==> src/rtl/ip_uart_rx.sv <==
// 8N1 UART receiver on the cZ80 I/O bus: 16x oversampled line, start/stop
// validation, 4-entry receive FIFO, DATA and STATUS ports at io_address.
module ip_uart_rx #(
  parameter int          clk_freq   = 43750000,
  parameter int          uart_freq  = 115200,
  parameter logic [7:0]  io_address = 8'h10
) (
  input  logic       clk,
  input  logic       reset,
  input  logic [7:0] bus_address,
  input  logic       bus_ioreq,
  input  logic       bus_write,
  input  logic       bus_valid,
  output logic       bus_ready,
  input  logic [7:0] bus_wdata,
  output logic [7:0] bus_rdata,
  output logic       bus_rdata_en,
  input  logic       uart_rx,
  output logic       rx_ready
);

  localparam int DIV = (clk_freq + uart_freq * 8) / (uart_freq * 16);
  localparam int TW  = (DIV > 1) ? $clog2(DIV) : 1;
  localparam logic [TW-1:0] TICK_MAX = TW'(DIV - 1);

  typedef enum logic [2:0] {
    S_IDLE, S_START, S_DATA, S_STOP, S_WAIT_HIGH
  } state_t;

  state_t        r_state;
  logic          r_sync1, r_sync2;
  logic [TW-1:0] r_tcnt;
  logic [3:0]    r_sc;
  logic [2:0]    r_bit_idx;
  logic [7:0]    r_shift;

  logic [7:0]    r_mem [0:3];
  logic [1:0]    r_wptr, r_rptr;
  logic [2:0]    r_count;
  logic          r_ferr, r_ovr;
  logic [7:0]    r_rdata;
  logic          r_rdata_en;

  logic w_rxs, w_tick, w_push, w_ferr_set;
  logic w_sel, w_accept, w_rd_data, w_rd_stat, w_wr_stat;
  logic w_empty, w_full, w_pop, w_do_push, w_ovr_set, w_busy;
  logic [7:0] w_status;
  logic w_unused;

  assign w_rxs      = r_sync2;
  assign w_tick     = (r_tcnt == TICK_MAX);
  assign w_push     = (r_state == S_STOP) && w_tick && (r_sc == 4'd15) && w_rxs;
  assign w_ferr_set = (r_state == S_STOP) && w_tick && (r_sc == 4'd15) && !w_rxs;

  assign w_sel     = bus_ioreq && (bus_address[7:1] == io_address[7:1]);
  assign bus_ready = w_sel && !reset;
  assign w_accept  = bus_valid && bus_ready;
  assign w_rd_data = w_accept && !bus_write && !bus_address[0];
  assign w_rd_stat = w_accept && !bus_write &&  bus_address[0];
  assign w_wr_stat = w_accept &&  bus_write &&  bus_address[0];

  assign w_empty   = (r_count == 3'd0);
  assign w_full    = (r_count == 3'd4);
  assign w_pop     = w_rd_data && !w_empty;
  // A pop in the same cycle frees the slot the incoming byte needs.
  assign w_do_push = w_push && (!w_full || w_pop);
  assign w_ovr_set = w_push && w_full && !w_pop;
  assign w_busy    = (r_state != S_IDLE);
  assign w_status  = {w_busy, r_count, r_ferr, r_ovr, w_full, !w_empty};

  assign bus_rdata    = r_rdata;
  assign bus_rdata_en = r_rdata_en;
  assign rx_ready     = !w_empty;
  assign w_unused     = ^{bus_wdata[7:4], bus_wdata[1:0]};

  always_ff @(posedge clk) begin
    if (reset) begin
      r_sync1   <= 1'b1;
      r_sync2   <= 1'b1;
      r_tcnt    <= '0;
      r_state   <= S_IDLE;
      r_sc      <= 4'd0;
      r_bit_idx <= 3'd0;
      r_shift   <= 8'h00;
    end else begin
      r_sync1 <= uart_rx;
      r_sync2 <= r_sync1;
      // Restarting the divider on the start edge phase-aligns every sample.
      if ((r_state == S_IDLE && !w_rxs) || w_tick)
        r_tcnt <= '0;
      else
        r_tcnt <= r_tcnt + 1'b1;
      case (r_state)
        S_IDLE: begin
          if (!w_rxs) begin
            r_state <= S_START;
            r_sc    <= 4'd0;
          end
        end
        S_START: begin
          if (w_tick) begin
            if (r_sc == 4'd7) begin
              r_sc      <= 4'd0;
              r_bit_idx <= 3'd0;
              r_state   <= w_rxs ? S_IDLE : S_DATA;
            end else begin
              r_sc <= r_sc + 4'd1;
            end
          end
        end
        S_DATA: begin
          if (w_tick) begin
            r_sc <= r_sc + 4'd1;
            if (r_sc == 4'd15) begin
              r_shift   <= {w_rxs, r_shift[7:1]};
              r_bit_idx <= r_bit_idx + 3'd1;
              if (r_bit_idx == 3'd7)
                r_state <= S_STOP;
            end
          end
        end
        S_STOP: begin
          if (w_tick) begin
            r_sc <= r_sc + 4'd1;
            if (r_sc == 4'd15)
              r_state <= w_rxs ? S_IDLE : S_WAIT_HIGH;
          end
        end
        S_WAIT_HIGH: begin
          if (w_rxs)
            r_state <= S_IDLE;
        end
        default: r_state <= S_IDLE;
      endcase
    end
  end

  always_ff @(posedge clk) begin
    if (w_do_push)
      r_mem[r_wptr] <= r_shift;
  end

  always_ff @(posedge clk) begin
    if (reset) begin
      r_wptr     <= 2'd0;
      r_rptr     <= 2'd0;
      r_count    <= 3'd0;
      r_ferr     <= 1'b0;
      r_ovr      <= 1'b0;
      r_rdata    <= 8'h00;
      r_rdata_en <= 1'b0;
    end else begin
      if (w_do_push)
        r_wptr <= r_wptr + 2'd1;
      if (w_pop)
        r_rptr <= r_rptr + 2'd1;
      case ({w_do_push, w_pop})
        2'b10:   r_count <= r_count + 3'd1;
        2'b01:   r_count <= r_count - 3'd1;
        default: r_count <= r_count;
      endcase
      if (w_ferr_set)
        r_ferr <= 1'b1;
      else if (w_wr_stat && bus_wdata[3])
        r_ferr <= 1'b0;
      if (w_ovr_set)
        r_ovr <= 1'b1;
      else if (w_wr_stat && bus_wdata[2])
        r_ovr <= 1'b0;
      r_rdata_en <= w_rd_data || w_rd_stat;
      if (w_rd_stat)
        r_rdata <= w_status;
      else if (w_pop)
        r_rdata <= r_mem[r_rptr];
      else
        r_rdata <= 8'h00;
    end
  end

endmodule
==> config.mk <==
export PLATFORM = sky130hd
export DESIGN_NAME = ip_uart_rx
export DESIGN_NICKNAME = d
export VERILOG_FILES = /design/src/rtl/ip_uart_rx.sv
export SDC_FILE = /design/constraint.sdc
export NUM_CORES = 1
export LEC_CHECK = 0
export BUFFER_PORTS_ARGS = -buffer_cell sky130_fd_sc_hd__buf_2
export CAP_MARGIN = 20
export CORE_AREA = 2 2 89 91
export CTS_CLUSTER_DIAMETER = 120
export DETAILED_ROUTE_END_ITERATION = 6
export DIE_AREA = 0 0 91 93
export PLACE_DENSITY_LB_ADDON = 0.08
export RECOVER_POWER = 100
export SETUP_SLACK_MARGIN = 0.1
export SLEW_MARGIN = 20
export SYNTH_ARGS = -nofsm -noshare
export SYNTH_HDL_FRONTEND = slang
export SYNTH_SLANG_ARGS = --single-unit
==> constraint.sdc <==
create_clock -name clk -period 3.4 [get_ports clk]
set_clock_uncertainty 0.1 [all_clocks]
set_input_delay 0.34 -clock clk [delete_from_list [all_inputs] [get_ports clk]]
set_output_delay 0.34 -clock clk [all_outputs]
set_load 0.02 [all_outputs]
==> results of run 1 <==
-- synthesized netlist by cell type (2+ instances only) --
master	n	area (µm²)
nor3b_1	2	15.0
xor2_1	3	26.3
nand4_1	5	31.3
dfxtp_1	45	901
and2_1	8	50.1
nand2b_1	3	18.8
and3b_1	3	26.3
inv_1	14	52.6
buf_1	2	7.51
xnor2_1	2	17.5
nor2_1	26	97.6
and3_1	4	25.0
nor2b_1	4	25.0
o2111ai_1	2	17.5
or3_1	5	31.3
or3b_2	2	17.5
mux4_2	8	180
nand3_1	5	25.0
mux2i_1	12	120
o21ai_0	7	35.0
buf_2	5	25.0
nand4b_1	4	35.0
edfxtp_1	32	961
o31ai_1	3	22.5
a32o_1	6	60.1
or2_2	3	18.8
a21oi_1	13	65.1
nand2_1	8	30.0
ha_1	9	113
o32ai_1	2	17.5
clkbuf_1	5	18.8
nor3_1	2	10.0
-- final cells by class --
| class | instances | area [µm²] |
|---|---|---|
| well taps | 102 | 128 |
| clock inverters | 7 | 81.3 |
| fillers | 714 | 3830 |
| flip-flops and latches | 77 | 1860 |
| clock buffers | 9 | 124 |
| inverters | 14 | 52.6 |
| repair buffers | 28 | 124 |
| multi-input cells | 172 | 1330 |
-- logic make-up after synthesis --
logic type / share of synthesized area, %
adder cells (fa/ha/maj): 3.98
AND/OR/NAND/NOR: 16.6
XOR/XNOR: 1.32
buffers and inverters: 3.46
AO/OA/AOI/OAI: 8.98
flip-flops: 55.9
multiplexers: 9.80
-- worst max-delay path: stages --
cell	delay (ps)
buf_2	90
or4b_1	540
nor4_1	630
o21a_1	410
inv_1	90
ha_1	210
inv_1	70
fa_1	170
xor2_1	70
or3_1	300
a21oi_1	130
-- state kept, by name (all words and copies together), names as in the netlist, named ones only --
register      count
bus_rdata_en      1
r_sc              4
r_bit_idx         3
r_sync1           1
r_wptr            2
r_tcnt            5
r_shift           8
bus_rdata         8
r_count           3
r_mem            32
r_ovr             1
r_rptr            2
r_ferr            1
r_sync2           1
r_state           3
-- layout by cell type, fill, tap and decap left out, drive strengths merged, types with 3 or more instances in the layout --
master	synthesis	routed
o21ai	7	7
or3	5	5
dfxtp	45	45
buf	8	15
clkbuf	5	22
inv	14	18
or2	3	3
nand3	6	6
nor3	3	3
and2	8	8
nand4b	4	4
nor2	26	26
nand4	5	5
nor2b	4	4
nand2b	3	3
ha	9	9
nand2	8	8
edfxtp	32	32
xor2	3	3
and3	4	4
and3b	3	3
mux4	8	8
a32o	6	6
mux2i	12	12
a21oi	13	13
o31ai	3	3
-- metrics by stage --
step / instance area [µm²] / power (µW)
floorplan: 3330 / 1010
global placement: 3540 / 1030
detailed placement: 3540 / 1030
CTS: 3750 / 1750
global route: 3700 / 1790
finish: 3700 / 1730
-- worst max-delay path by stage --
stage                              start                      end  slack, ps  cells past startpoint
CTS                 r_tcnt[0]$_SDFF_PP0_  r_count[2]$_SDFFE_PP0P_        600                     11
global placement          bus_address[6]  r_count[2]$_SDFFE_PP0P_        470                     11
finish                    bus_address[6]  r_count[2]$_SDFFE_PP0P_        510                     11
floorplan                 bus_address[6]  r_count[2]$_SDFFE_PP0P_        610                     11
detailed placement        bus_address[6]  r_count[2]$_SDFFE_PP0P_        390                     11
global route              bus_address[6]  r_count[2]$_SDFFE_PP0P_        260                     11
-- report_power, final --
| group | internal, µW | total, µW | switching (µW) |
|---|---|---|---|
| registers | 958 | 964 | 6.04 |
| logic | 17.7 | 41.2 | 23.4 |
| clock network | 352 | 723 | 371 |
-- routing by layer --
metal	routed length, µm	share of wire, %	vias up	track usage [%]
met5	0	0	-	0
met4	127	2.0	0	7.95
met2	2730	43	47	23.5
li1	-	-	1073	-
met1	3140	50	1015	22.5
met3	286	4.6	8	4.03
==> impl_metrics.ini, run 1 <==
[outcome]
status = complete, but fails checks
violations = max-capacitance violations, max-slew violations

[clock_tree]
post_cts_buffers = 0
ctsHoldBuffers = 0
htree_levels = 3
clock_latency_ps = 350
cts_made_buffers = 9
cts.sinks = 77
cts_root_buf = clkbuf_8
tritoncts = done
clkTransAtPathRegs_ps = 90
clk_path_buf_depth = 2
post_cts_resize_count = 0

[placed_design]
post-place-cells = 393
place_ws_ps = 390
routabilityCongestion = 0.781
port_buffers = 26
hpwlAfterDp_um = 4220

[pwr]
ir_drop_uv = 273
leakagePower_uw = 0.00137
pwr_density_cell_nw_per_um2 = 467

[critical_path]
critPathRequiredTime_ps = 3570
worst-path-max-fanout = 7
arrival_ps = 3070
r2r-end = r_count[2]$_SDFFE_PP0P_
cp-start-kind = input pin
critPathKind = input pin to flop
critPathCaptureType = flop
r2r_start = r_tcnt[0]$_SDFF_PP0_
r2r_slack_ps = 640
worst-r2r-cell-count = 11

[floorplanning]
start_util_pct = 44.2
placementRows = 32
top_level_ports = 33
die_height_um = 93
die_w_um = 91
die-area_um2 = 8460
core_area_um2 = 7530

[routing]
dr.pass1.iters = 4
ant_nets = 0
num_vias = 2143
wirelength_um = 6290
viasPerCell = 5.24
routedWlPerCell_um = 15.4
drcViolationCount = 0
drt-initial-drc-count = 137

[worst_hold_path]
min_from = uart_rx
holdPathEnd = r_sync1$_SDFF_PP1_
holdPathStages = 2
hold_class = input pin to flop

[cells_and_area]
final_cells = 409
fin_util_pct = 49.1
insertedDiodeCount = 0
finalNetCount = 334
drive_above_1_share_pct = 16.0
area_delta_synth_final_pct = 11.0

[timing]
finalWorstSetupSlack_ps = 505
relSlewSlack_pct = -4.61
slew_viol_final = 32
min_period_over_period_pct = 85.1
rsz0062_at_grt = no
whs_ps = 71.3
tns_ps = 0
min_period_ps = 2890
finalSetupViolCount = 0
hold_viol = 0
max_freq_mhz = 345
worst_slew_pin_slew_ps = 1570

[logic_synthesis]
synth_area_per_cell_um2 = 12.1
synthFlopType = dfxtp_1
synth_area_um2 = 3330
synthCells = 276
synth_cell_type_count = 54
synth_seq_cells = 77
ys_seq_area_share_pct = 55.9
ys_warn_count = 0
synth_edf_count = 32
syn_nets = 308
synth_async_sr_flop_share_pct = 0

[global_route]
first_global_vias = 2019
overflow = 0
grt_max_degree = 32
grt_usage_pct = 16.1
grt_pass1_wl_um = 10400
antenna_found_initial = 0

[flow_run]
drv_cap = 1
(Power assumes the default switching activity.)
==> inputs of run 2 (changes only) <==
PLACE_DENSITY = 0.71   (was unset)
PLACE_DENSITY_LB_ADDON = unset   (was 0.08)
==> run 2 against run 1 <==
  * Worst setup slack improved by 39 ps
  * Fmax rose by 1.4%
  * Largest cell class unchanged
  * Hold slack got worse by 7.3 ps
  * Register-to-register slack improved by 50 ps
  * The flow now finishes without violations
==> impl_metrics.ini, run 2 (synthesis gave the netlist of run 1 again) <==
[outcome]
status = completed

[clock_tree]
htree_levels = 3
clkTransAtPathRegs_ps = 90
cts_made_buffers = 9
clk_path_buf_depth = 2
tritoncts = done
clock_latency_ps = 360
cts_root_buf = clkbuf_8
ctsHoldBuffers = 0
post_cts_resize_count = 0
post_cts_buffers = 0
cts.sinks = 77

[routing]
routedWlPerCell_um = 14.6
met1_length_um = 2800
num_vias = 2168
route.met2.wl_um = 2760
top_layer = met4
ant_nets = 0
drcViolationCount = 0
wl_met3_um = 295
wirelength_um = 5960
dr.pass1.iters = 4
drt-initial-drc-count = 134
viasPerCell = 5.30

[floorplanning]
die-area_um2 = 8460
start_util_pct = 44.2
die_w_um = 91
placementRows = 32
core_area_um2 = 7530
die_height_um = 93
top_level_ports = 33

[timing]
min_period_over_period_pct = 84.0
finalWorstSetupSlack_ps = 544
max_freq_mhz = 350
hold_viol = 0
worst_slew_pin_slew_ps = 1430
tns_ps = 0
relSlewSlack_pct = 4.71
slew_viol_final = 0
min_period_ps = 2860
rsz0062_at_grt = no
finalSetupViolCount = 0

[critical_path]
max_stage_delay_ps = 570
critPathKind = input pin to flop
worst-r2r-cell-count = 11
path_cells = buf_2 -> or4b_1 -> nor4_1 -> o21a_1 -> inv_1 -> ha_1 -> inv_1 -> fa_1 -> xor2_1 -> or3_1 -> a21oi_1
r2r_start = r_tcnt[0]$_SDFF_PP0_
arrival_ps = 3030
cp-start-kind = input pin
worst-path-max-fanout = 7
r2r_slack_ps = 690
critPathRequiredTime_ps = 3570
crit_slowest_cell = nor4_1
critPathCaptureType = flop
worst-path-buf-inv = 3
path_delay_family = simple AND/OR/NAND/NOR gates
r2r-end = r_count[2]$_SDFFE_PP0P_
cpMostUsedCell = inv_1

[worst_hold_path]
min_from = uart_rx
holdPathEnd = r_sync1$_SDFF_PP1_
hold_class = input pin to flop
holdPathStages = 2

[cells_and_area]
final_common_cell = dfxtp_1
area_delta_synth_final_pct = 10.5
fillers = 720
final_cell_mix = dfxtp_1, edfxtp_1, nor2_1
fin_area_um2 = 3680
fin_util_pct = 48.9
regMostFlops = r_mem
finalNetCount = 334
insertedDiodeCount = 0
drive_above_1_share_pct = 16.0
largest_register_ff_count = 32

[pwr]
pwr_density_cell_nw_per_um2 = 451
leakagePower_uw = 0.00136
ir_drop_uv = 169
total_power_uw = 1660

[placed_design]
dpl_cell_area_um2 = 3540
port_buffers = 26
place_ws_ps = 450
routabilityCongestion = 0.807
hpwlAfterDp_um = 4100

[global_route]
antenna_found_initial = 0
grt_max_degree = 32
overflow = 0
grt_usage_pct = 15.4
first_global_vias = 2030
grt_pass1_wl_um = 9920

[flow_run]
drv_cap = 0
[run 2: changes by cell type in the layout (fill, tap and decap cells not counted), sizes merged]
cell      before  now
inv           18   19
bufinv         1    0
clkinv         2    0
clkinvlp       0    2
[run 2: area by class of cell]
cell class,count,area (µm²),share of cell area (%)
multi-input combinational,172,1330,36.0
tap,102,128,3.47
clock inverter,7,63.8,1.73
timing repair buffer,28,124,3.37
inverter,14,52.6,1.43
clock buffer,9,124,3.37
sequential,77,1860,50.6
[run 2: per-stage QoR]
stage                     cells  hold slack, ps
after global placement      393             292
final                       409            63.9
after floorplan             276             289
after CTS                   409            47.8
after global routing        409            51.5
after detailed placement    393             297
[run 2: how the worst max path moves through the flow]
| stage | slack, ps | start | depth (start not counted) | to |
|---|---|---|---|---|
| after floorplan | 610 | bus_address[6] | 11 | r_count[2]$_SDFFE_PP0P_ |
| after global placement | 520 | bus_address[6] | 11 | r_count[2]$_SDFFE_PP0P_ |
| after detailed placement | 450 | bus_address[6] | 11 | r_count[2]$_SDFFE_PP0P_ |
| after CTS | 700 | r_tcnt[0]$_SDFF_PP0_ | 11 | r_count[2]$_SDFFE_PP0P_ |
| after global routing | 390 | bus_address[6] | 11 | r_count[2]$_SDFFE_PP0P_ |
| final | 540 | bus_address[6] | 11 | r_count[2]$_SDFFE_PP0P_ |
[run 2: worst reg2reg max path, delay by kind of cell (launching register included)]
kind,cells,cell delay [ps]
AND/OR/NAND/NOR,3,820
adder cells (fa/ha/maj),3,640
AO/OA/AOI/OAI,2,500
flip-flops,1,360
buffers and inverters,2,150
XOR/XNOR,1,70
[run 2: layer usage]
metal	vias to the layer above	GRT usage, %
li1	1077	-
met3	7	5.32
met4	0	7.20
met1	1037	19.4
met5	-	0
met2	47	24.0
[run 2: power breakdown]
part	internal, µW	switching (µW)
clock network	282	372
logic	17.7	22.4
registers	958	5.90
